`config.mk`:
```
export PLATFORM = sky130hd
export DESIGN_NAME = pipe_stage_reg
export DESIGN_NICKNAME = d
export VERILOG_FILES = /design/src/rtl/pipe_pkg.sv /design/src/rtl/en_reg_n.sv /design/src/rtl/pipe_stage_reg.sv
export SDC_FILE = /design/constraint.sdc
export NUM_CORES = 1
export LEC_CHECK = 0
export CAP_MARGIN = 25
export CORE_AREA = 10 10 72 74
export DETAILED_ROUTE_END_ITERATION = 6
export DIE_AREA = 0 0 82 84
export PLACE_DENSITY = 0.73
export SLEW_MARGIN = 20
export SYNTH_ARGS = -nofsm -noshare
export SYNTH_HDL_FRONTEND = slang
export SYNTH_HIERARCHICAL = 1
export SYNTH_SLANG_ARGS = --single-unit
```
`constraint.sdc`:
```
create_clock -name clk -period 1.1 [get_ports clk]
set_clock_uncertainty 0.1 [all_clocks]
set_input_delay 0.22 -clock clk [delete_from_list [all_inputs] [get_ports clk]]
set_output_delay 0.22 -clock clk [all_outputs]
set_load 0.02 [all_outputs]
```
`src/rtl/pipe_pkg.sv`:
```
// Shared types for the pipeline stage register: handshake FSM states and default payload width.
package pipe_pkg;

    localparam int PIPE_DW = 32;

    typedef enum logic [1:0] {
        PIPE_EMPTY = 2'd0,
        PIPE_FULL  = 2'd1,
        PIPE_SKID  = 2'd2
    } pipe_state_t;

endpackage

```
`src/rtl/en_reg_n.sv`:
```
// Load-enabled register with synchronous reset to a parameterised value.
module en_reg_n #(
    parameter int               WIDTH       = 32,
    parameter logic [WIDTH-1:0] RESET_VALUE = '0
) (
    input  logic             clk,
    input  logic             srst_i,
    input  logic             load_i,
    input  logic [WIDTH-1:0] d_i,
    output logic [WIDTH-1:0] q_o
);

    logic [WIDTH-1:0] data_q;

    always_ff @(posedge clk) begin
        if (srst_i) begin
            data_q <= RESET_VALUE;
        end else if (load_i) begin
            data_q <= d_i;
        end
    end

    assign q_o = data_q;

endmodule

```
`src/rtl/pipe_stage_reg.sv`:
```
// Pipeline stage register with valid/ready handshake and synchronous flush.
// Define PIPE_SKID_EN for a skid buffer and a registered in_ready; otherwise in_ready is combinational.
module pipe_stage_reg
    import pipe_pkg::*;
#(
    parameter int               WIDTH       = PIPE_DW,
    parameter logic [WIDTH-1:0] RESET_VALUE = '0
) (
    input  logic             clk,
    input  logic             reset,
    input  logic             flush,
    input  logic [WIDTH-1:0] in_data,
    input  logic             in_valid,
    output logic             in_ready,
    output logic [WIDTH-1:0] out_data,
    output logic             out_valid,
    input  logic             out_ready
);

    pipe_state_t      state_q;
    pipe_state_t      state_d;
    logic             clr;
    logic             in_xfer;
    logic             out_xfer;
    logic             main_load;
    logic [WIDTH-1:0] main_d;

    // Reset and flush have the same effect on every piece of state.
    assign clr       = reset | flush;
    assign out_valid = (state_q != PIPE_EMPTY);
    assign in_xfer   = in_valid & in_ready;
    assign out_xfer  = out_valid & out_ready;

    always_ff @(posedge clk) begin
        if (clr) begin
            state_q <= PIPE_EMPTY;
        end else begin
            state_q <= state_d;
        end
    end

`ifdef PIPE_SKID_EN
    logic             skid_load;
    logic             main_from_skid;
    logic             in_ready_q;
    logic [WIDTH-1:0] skid_q;

    en_reg_n #(
        .WIDTH       (WIDTH),
        .RESET_VALUE (RESET_VALUE)
    ) u_skid_reg (
        .clk    (clk),
        .srst_i (clr),
        .load_i (skid_load),
        .d_i    (in_data),
        .q_o    (skid_q)
    );

    // in_ready comes straight from a flop so out_ready never reaches upstream combinationally.
    always_ff @(posedge clk) begin
        if (clr) begin
            in_ready_q <= 1'b1;
        end else begin
            in_ready_q <= (state_d != PIPE_SKID);
        end
    end

    assign in_ready = in_ready_q;
    assign main_d   = main_from_skid ? skid_q : in_data;

    always_comb begin
        state_d        = state_q;
        main_load      = 1'b0;
        skid_load      = 1'b0;
        main_from_skid = 1'b0;
        case (state_q)
            PIPE_EMPTY: begin
                if (in_xfer) begin
                    main_load = 1'b1;
                    state_d   = PIPE_FULL;
                end
            end
            PIPE_FULL: begin
                if (in_xfer && out_xfer) begin
                    main_load = 1'b1;
                end else if (in_xfer) begin
                    skid_load = 1'b1;
                    state_d   = PIPE_SKID;
                end else if (out_xfer) begin
                    state_d = PIPE_EMPTY;
                end
            end
            PIPE_SKID: begin
                if (out_xfer) begin
                    main_load      = 1'b1;
                    main_from_skid = 1'b1;
                    state_d        = PIPE_FULL;
                end
            end
            default: begin
                state_d = PIPE_EMPTY;
            end
        endcase
    end
`else
    assign in_ready = ~out_valid | out_ready;
    assign main_d   = in_data;

    // With a combinational in_ready, an input transfer while FULL always coincides with an output transfer.
    always_comb begin
        state_d   = state_q;
        main_load = 1'b0;
        case (state_q)
            PIPE_EMPTY: begin
                if (in_xfer) begin
                    main_load = 1'b1;
                    state_d   = PIPE_FULL;
                end
            end
            PIPE_FULL: begin
                if (in_xfer) begin
                    main_load = 1'b1;
                end else if (out_xfer) begin
                    state_d = PIPE_EMPTY;
                end
            end
            default: begin
                state_d = PIPE_EMPTY;
            end
        endcase
    end
`endif

    en_reg_n #(
        .WIDTH       (WIDTH),
        .RESET_VALUE (RESET_VALUE)
    ) u_main_reg (
        .clk    (clk),
        .srst_i (clr),
        .load_i (main_load),
        .d_i    (main_d),
        .q_o    (out_data)
    );

endmodule

```
Word-level counts from Yosys, hierarchy flattened:

Cells that the tools add are included.

* register bits after elaboration: 34
* bits of input ports: 37

* equality and inequality tests: 4
* mux-type cells: 6
* bitwise operators: 5
* reductions and logical operators: 4

Operator list (number)
* two-way mux 2 bit: 3
* inequality test 2 bit (second input constant): 3
* case mux 2 bit (2 select lines): 1
* AND reduction 3 bit: 1
* bitwise AND 1 bit: 2
* == test 2 x 1 -> 1 bit (second input constant): 1
* logical NOT 2 bit: 1
* two-way mux 1 bit: 2
* bitwise OR 1 bit: 2
* nonzero test 2 bit: 1
* OR reduction 2 bit: 1
* inverter 1 bit: 1

Longest topological paths before layout:

Gate-level depths: netlist (run 1).

* depth after elaboration: 6
* depth in mapped cells: 6
* mapped depth without buffers: 4

Modules after synthesis:

The synthesis (run 1) kept the hierarchy.

Modules (own cells, without submodules)
* en_reg_n: times used 1, cells an instance 103, area an instance 1163.6 um2, sequential area each 640.6 um2
* pipe_stage_reg: times used 1, cells an instance 6, area an instance 61.3 um2, sequential area each 20.0 um2

Worst setup path before layout (run 1):

No wires, ideal clock.

* path type: reg2reg
* start: reg state_q[0]
* end: reg u_main_reg.data_q[0] (netlist: u_main_reg/q_o[0])
* arrival: 1210 ps
* required time: 872 ps
* slack: -338 ps
* cell stages (with the launch flop): 7
* cells stage by stage: dfxtp_1 nand2b_4 and2_1 buf_6 buf_12 mux2i_1 nor2_1

* cells in the longest elaborated chain, start to end: 6
* elaborated cells on any way between the ends: 9
* classes of those cells: eq/ne (1); mux (2); bitwise (3); reduce/logical (3)

Ends and longest elaborated chain
* start: declaration: line pipe_stage_reg.sv:20 `pipe_state_t state_q;`
* start signal: assignment: line pipe_stage_reg.sv:38 `state_q <= state_d;`
* nonzero test 2 bit: line pipe_stage_reg.sv:30 `assign out_valid = (state_q != PIPE_EMPTY);`
* inverter 1 bit: line pipe_stage_reg.sv:106 `assign in_ready = ~out_valid | out_ready;`
* bitwise OR 1 bit: line pipe_stage_reg.sv:106
* net in_ready: line pipe_stage_reg.sv:14 `output logic in_ready,`
* bitwise AND 1 bit: line pipe_stage_reg.sv:31 `assign in_xfer = in_valid & in_ready;`
* net in_xfer: line pipe_stage_reg.sv:23 `logic in_xfer;`
* two-way mux 1 bit: line pipe_stage_reg.sv:115, pipe_stage_reg.sv:121
* two-way mux 1 bit
* end signal: assignment: line en_reg_n.sv:19 `data_q <= d_i;`
* end: declaration: line en_reg_n.sv:13 `logic [WIDTH-1:0] data_q;`

The timed path passes the listed nets, and every way through them passes these cells.
A chain may end at the register's enable or synchronous reset.

Worst setup path in the final report (run 1):

* start: reg state_q[0]
* end: reg u_main_reg.data_q[23] (netlist: u_main_reg/q_o[23])

* cells in the longest elaborated chain, start to end: 6
* elaborated cells on any way between the ends: 9
* classes of those cells: eq/ne (1); mux (2); bitwise (3); reduce/logical (3)

Ends and longest elaborated chain (line)
* nonzero test 2 bit: pipe_stage_reg.sv:30
* inverter 1 bit: pipe_stage_reg.sv:106
* bitwise OR 1 bit: pipe_stage_reg.sv:106
* bitwise AND 1 bit: pipe_stage_reg.sv:31
* net in_xfer: pipe_stage_reg.sv:23
* two-way mux 1 bit: pipe_stage_reg.sv:115, pipe_stage_reg.sv:121
* two-way mux 1 bit

The timed path passes the listed nets, and every way through them passes these cells.

==> results of run 1 <==
-- sequential cells by signal (all words and copies together) (netlist names) --
register	count
state_q	1
u_main_reg/q_o	32
-- worst reg2reg max path: cells and delay by family, from the launching register on --
kind | cells | cell delay, ps
flip-flops | 1 | 350
multiplexers | 1 | 200
AND/OR/NAND/NOR | 3 | 310
buffers and inverters | 2 | 240
-- synthesized netlist by cell type --
cell / number
a21oi_2: 1
and2_1: 1
buf_12: 3
buf_6: 1
clkbuf_1: 3
dfxtp_1: 33
inv_1: 1
mux2i_1: 32
nand2b_4: 1
nor2_1: 32
or2_4: 1
-- how the worst min path moves through the flow --
stage                                  start                  to  slack [ps]  depth (start not counted)
after global placement    u_main_reg/q_o[28]  u_main_reg/q_o[28]         370                          2
after global routing                in_valid          state_q[0]         240                          3
after detailed placement   u_main_reg/q_o[1]   u_main_reg/q_o[1]         380                          2
after floorplan                     in_valid          state_q[0]         250                          2
final                               in_valid          state_q[0]         240                          3
after CTS                           in_valid          state_q[0]         230                          3
-- per-layer routing --
metal	track usage [%]	up-vias	wire length, um
li1	-	510	-
met1	11.4	477	1400
met2	17.1	47	1740
met3	7.54	4	467
met4	3.72	0	39
met5	0	-	0
-- power breakdown --
| part | internal [mW] | switching, mW | total, mW |
|---|---|---|---|
| Combinational | 0.290 | 0.187 | 0.477 |
| Sequential | 1.24 | 0.0262 | 1.27 |
| Clock | 0.494 | 0.419 | 0.913 |
-- timing repair --
action                     4_1_cts  5_1_grt
buffers inserted                 4        0
setup endpoints to repair       66       64
hold buffers                     0        0
pin swaps                        1        2
cloned                           2        0
gates resized for setup        174       44
-- cell type report --
| cell class | instances | area, um^2 | area share (%) |
|---|---|---|---|
| clock buffers | 6 | 82.6 | 3.85 |
| clock inverters | 1 | 7.51 | 0.350 |
| inverters | 1 | 3.75 | 0.175 |
| multi-input cells | 68 | 484 | 22.6 |
| flip-flops and latches | 33 | 699 | 32.6 |
| well taps | 50 | 62.6 | 2.92 |
| repair buffers | 78 | 803 | 37.5 |
-- stage by stage --
| stage | hold slack (ps) | setup TNS (ps) | utilization, % |
|---|---|---|---|
| 2_1_floorplan | 246 | -6600 | - |
| 3_3_place_gp | 373 | -21500 | 50.8 |
| 3_5_place_dp | 378 | -22920 | 50.8 |
| 4_1_cts | 227 | -6050 | 53.7 |
| 5_1_grt | 242 | -7670 | 55.6 |
| 6_report | 236 | -5440 | 55.6 |
-- cells by family after synthesis --
group	after synthesis	share of synthesized area (%)
and+or+nand+nor	35	12.2
DFF	33	53.9
muxes	32	26.1
buffers and inverters	8	7.05
AOI/OAI and AO/OA	1	0.715
==> flow_summary.toml, run 1 <==
[critical_path]
cp_cell_sequence = "nand2b_4, and2_4, buf_12, buf_12, mux2i_1, nor2_1"
rr_worst_depth = 6
r2r_slack_ps = -230
cp_top_family = "flip-flops"
critPathKind = "reg2reg"
worst_ep_arrival_time_ps = 1380
critPathBufInv = 2
cp-end-kind = "register"
worstSetupPathDepth = 6
crit_required_ps = 1150
critPathCapture = "u_main_reg/q_o[23]"
cp-start-kind = "register"
r2r_end = "u_main_reg/q_o[23]"
critical_path.max_fanout = 8
slowest_delay_ps = 350
cp_slowest_cell = "dfxtp_4"
crit_top_cell = "buf_12"
critPathLaunch = "state_q[0]"
r2r-start = "state_q[0]"

[power]
vdd_ir_drop_max_mv = 0.481
power_density_mw_per_mm2 = 1240
leakage_nw = 0.964
power_mw = 2.66

[layout]
diodes = 0
fill_cells = 352
layout.nets = 224
layout_common_cells = "clkdlybuf4s50_1 (34), nor2_1 (32), mux2i_1 (31), dfxtp_2 (28), buf_6 (19)"
stdcell_count = 237
layout-drive-gt1-share_pct = 43.9
final_common_cell = "clkdlybuf4s50_1"
fin_area_mm2 = 0.00214
area_growth_pct = 75.0

[global_route]
grt_max_degree = 34
grt_overflow = 0
grt_usage_pct = 11.0
grt_pass1_wl_mm = 5.98
grt_pass1_vias = 1202
antenna_found_initial = 0

[routing]
drc = 0
ant_nets = 0
dr.first_iter.drc_count = 38
via_per_inst = 4.38
drtPass1Iterations = 3
vias = 1038
wl_per_cell_um = 15.4
wl_mm = 3.65

[min_path]
hold_path.class = "in2reg"

[status]
failed_checks = "negative setup slack"
status = "finished, violations left"

[clock_network]
clk_pin_slew_ps = 70
h-tree-depth = 2
clock_latency_ps = 280
cts_buffers = 5
clk_path_buf_depth = 2
cts_sinks = 33
cts-root-buf = "clkbuf_8"
cts_tree = "done"

[sta]
worstMarginPinSlew_ps = 362
grt_setup_unrepaired = "yes"
hold_violations = 0
period_share_pct = 121
slew_viol_final = 0
slew_headroom_pct = 75.9
period_minus_slack_ps = 1330
setup_viol = 34
fmax_ghz = 0.752
fin_ws_ps = -229

[place]
placed_cells = 225
portBuffers = 70
hpwlAfterDp_mm = 2.66
post-place-ws_ps = -632
gp_congestion = 0.682
place_area_mm2 = 0.00196

[synthesis]
ys_types = 11
synth_top_area_cell = "dfxtp_1"
synth_top_area_share_pct = 53.9
netlist_area_mm2 = 0.00122
ys_ff_latch = 33
yosysSeqAreaShare_pct = 53.9
yosys-top-cells-area = "dfxtp_1 (54%), mux2i_1 (26%), nor2_1 (9.8%)"
synth_cells = 109
synth_nets = 146
yosysWarnings = 6
syn_area_per_cell_um2 = 11.2

[floorplanning]
start_util_pct = 31.8
die_y_um = 84
io_pins = 71
die_w_um = 82
coreArea_mm2 = 0.00386
die_area_mm2 = 0.00689
rows = 23

[flow_run]
drv_cap = 0
Power figures use the tool's default switching activity.
==> run 2, diff against run 1 <==
Settings changed: CAP_MARGIN 25 to unset.
==> results of run 2 <==
Final layout, timing and power as in run 1 (identical DEF).
==> run 3, diff against run 2 <==
Settings changed: ABC_AREA set to 1, CAP_MARGIN set to 20, CORE_AREA 10 10 72 74 to 10 10 75 77, DIE_AREA 0 0 82 84 to 0 0 85 87, PLACE_DENSITY 0.73 to 0.72.
==> run 3 against run 2 <==
The flow still finishes with violations (negative setup slack). Clock power shrank 6.9%. Sequential share of layout area fell by 5.3 points. Maximum frequency increased by 6.8%. Highest routed layer unchanged. Largest cell class unchanged. Count of clock-buffer cells in the layout stayed put. Sequential cell count did not move.
==> flow_summary.toml, run 3 <==
[min_path]
hold_path.class = "in2reg"
min-delay-start = "in_valid"

[clock_network]
holdBufCountCts = 0
cts_sinks = 33
cts_buffers = 5
clk_pin_slew_ps = 70
h-tree-depth = 2
clock_latency_ps = 280
clk_path_buf_depth = 2
cts_tree = "done"
cts-root-buf = "clkbuf_8"

[synthesis]
yosysSeqAreaShare_pct = 47.3
yosysWarnings = 6
netlist_area_mm2 = 0.00140
synthFlopType = "dfxtp_1"
synth_nets = 249
synthTopCellsByCount = "nand2_1 (65), nor2_1 (64), inv_1 (36), dfxtp_1 (33), buf_6 (7)"
synth_top_area_share_pct = 47.3
yosys-top-cells-area = "dfxtp_1 (47%), nand2_1 (17%), nor2_1 (17%)"
ys_async_sr_fraction_pct = 0
synth_cells = 212
synth_most_common_cell = "nand2_1"
ys_ff_latch = 33
ys_types = 10
synth_top_area_cell = "dfxtp_1"
synth-edff-count = 0
syn_area_per_cell_um2 = 6.59

[routing]
dr.first_iter.drc_count = 39
wl_mm = 4.05
ant_nets = 0
drc = 0
drtPass1Iterations = 5
vias = 1448
wl_per_cell_um = 11.5
via_per_inst = 4.13

[global_route]
grt_pass1_vias = 1324
met2_usage_pct = 17.3
top_usage_layer = "met2"
use_met1_pct = 10.7
grt_usage_pct = 10.2
grt_overflow = 0
antenna_found_initial = 0
grt_pass1_wl_mm = 6.12
grt_max_degree = 32
grt_use_met3_pct = 4.31

[critical_path]
critPathLaunch = "state_q[0]"
r2r-start = "state_q[0]"
cp-start-kind = "register"
critPathKind = "reg2reg"
worst_ep_arrival_time_ps = 1320
critical_path.max_fanout = 4
cp-end-kind = "register"
crit_required_ps = 1180

[sta]
worstMarginPinSlew_ps = 196
hold_violations = 0
slew_headroom_pct = 87.0
period_share_pct = 113
period_minus_slack_ps = 1250
slew_viol_final = 0
setup_viol = 35
hold_ws_ps = 218
grt_setup_unrepaired = "yes"
fin_ws_ps = -145
fmax_ghz = 0.803

[floorplanning]
die_w_um = 85
rows = 24
coreArea_mm2 = 0.00423
die_y_um = 87
die_area_mm2 = 0.00740
start_util_pct = 33.0
io_pins = 71

[layout]
stdcell_count = 351
layout_common_cells = "nor2_1 (60), nand2_1 (41), inv_1 (35), clkdlybuf4s50_1 (34), buf_6 (24)"
largest_register_ff_count = 32
final_common_cell = "nor2_1"
diodes = 0
area_growth_pct = 79.4
layout.nets = 335
fill_cells = 395
layout-drive-gt1-share_pct = 37.8

[power]
vdd_ir_drop_max_mv = 0.591
leakage_nw = 1.27
power_density_mw_per_mm2 = 1120

[flow_run]
drv_cap = 0

[status]
status = "finished, violations left"
failed_checks = "negative setup slack"

[place]
hpwlAfterDp_mm = 2.68
placed_cells = 333
portBuffers = 70
gp_congestion = 0.662
[run 3: cell types whose count changed after synthesis, sizes merged]
cell    before  now
buf          4   10
a21oi        1    2
inv          1   37
nand2        0   66
mux2i       32    0
nor2        32   64
and2         1    0
or2          1    0
nand2b       1    0
clkbuf       3    0
[run 3: worst max-delay path, stage by stage (launching register included)]
cell	delay, ps
dfxtp_2	320
buf_6	110
a21oi_4	140
buf_6	120
buf_6	100
buf_12	110
nand2_1	50
nand2_1	50
nor2_1	40
[run 3: path summary, 6_finish.rpt]
check | end | slack (ps) | cells after the start
worst min register to register | u_main_reg/q_o[21] | 360 | 2
worst min-delay path | state_q[0] | 220 | 4
worst max register to register | u_main_reg/q_o[27] | -150 | 8
worst max-delay path | u_main_reg/q_o[27] | -150 | 8
[run 3: where the power goes]
part / total [mW] / switching (mW) / internal, mW
clock: 0.850 / 0.412 / 0.438
sequential: 1.29 / 0.0335 / 1.26
combinational: 0.668 / 0.301 / 0.367
total: 2.81 / 0.746 / 2.06
[run 3: kinds of logic after synthesis]
group                  Yosys count  synth area share [%]
and+or+nand+nor                130                  35.1
buffers and inverters           47                  16.7
DFF                             33                  47.3
AOI/OAI and AO/OA                2                 0.985
[run 3: cell type report]
cell class	instances	area, um^2	area share, %
clock buffers	6	72.6	2.89
clock inverters	2	10.0	0.399
inverters	37	139	5.54
multi-input cells	132	601	24.0
flip-flops and latches	33	686	27.3
well taps	52	65.1	2.59
repair buffers	89	935	37.3
[run 3: what timing repair did]
action | 4_1_cts | 5_1_grt
gates resized for setup | 179 | 74
endpoints found under the setup margin | 66 | 63
pin swaps | 4 | 26
buffers inserted | 9 | 1
gates cloned | 3 | 3
[run 3: stage by stage]
step	worst slack [ps]	area, um^2	power, mW	utilization [%]	TNS, ps
floorplan	7.40	1400	1.59	-	0
global placement	-602	2170	1.85	51.4	-22510
detailed placement	-617	2170	1.86	51.4	-22950
CTS	-267	2390	2.82	56.4	-8360
global route	-201	2510	2.96	59.2	-6280
finish	-145	2510	2.81	59.2	-4160
[run 3: per-layer routing]
| layer | routed length (um) | share of wire (%) | up-vias |
|---|---|---|---|
| met5 | 0 | 0 | - |
| met4 | 37 | 0.91 | 0 |
| met3 | 382 | 9.4 | 6 |
| met2 | 1970 | 49 | 50 |
| met1 | 1660 | 41 | 628 |
| li1 | - | - | 764 |
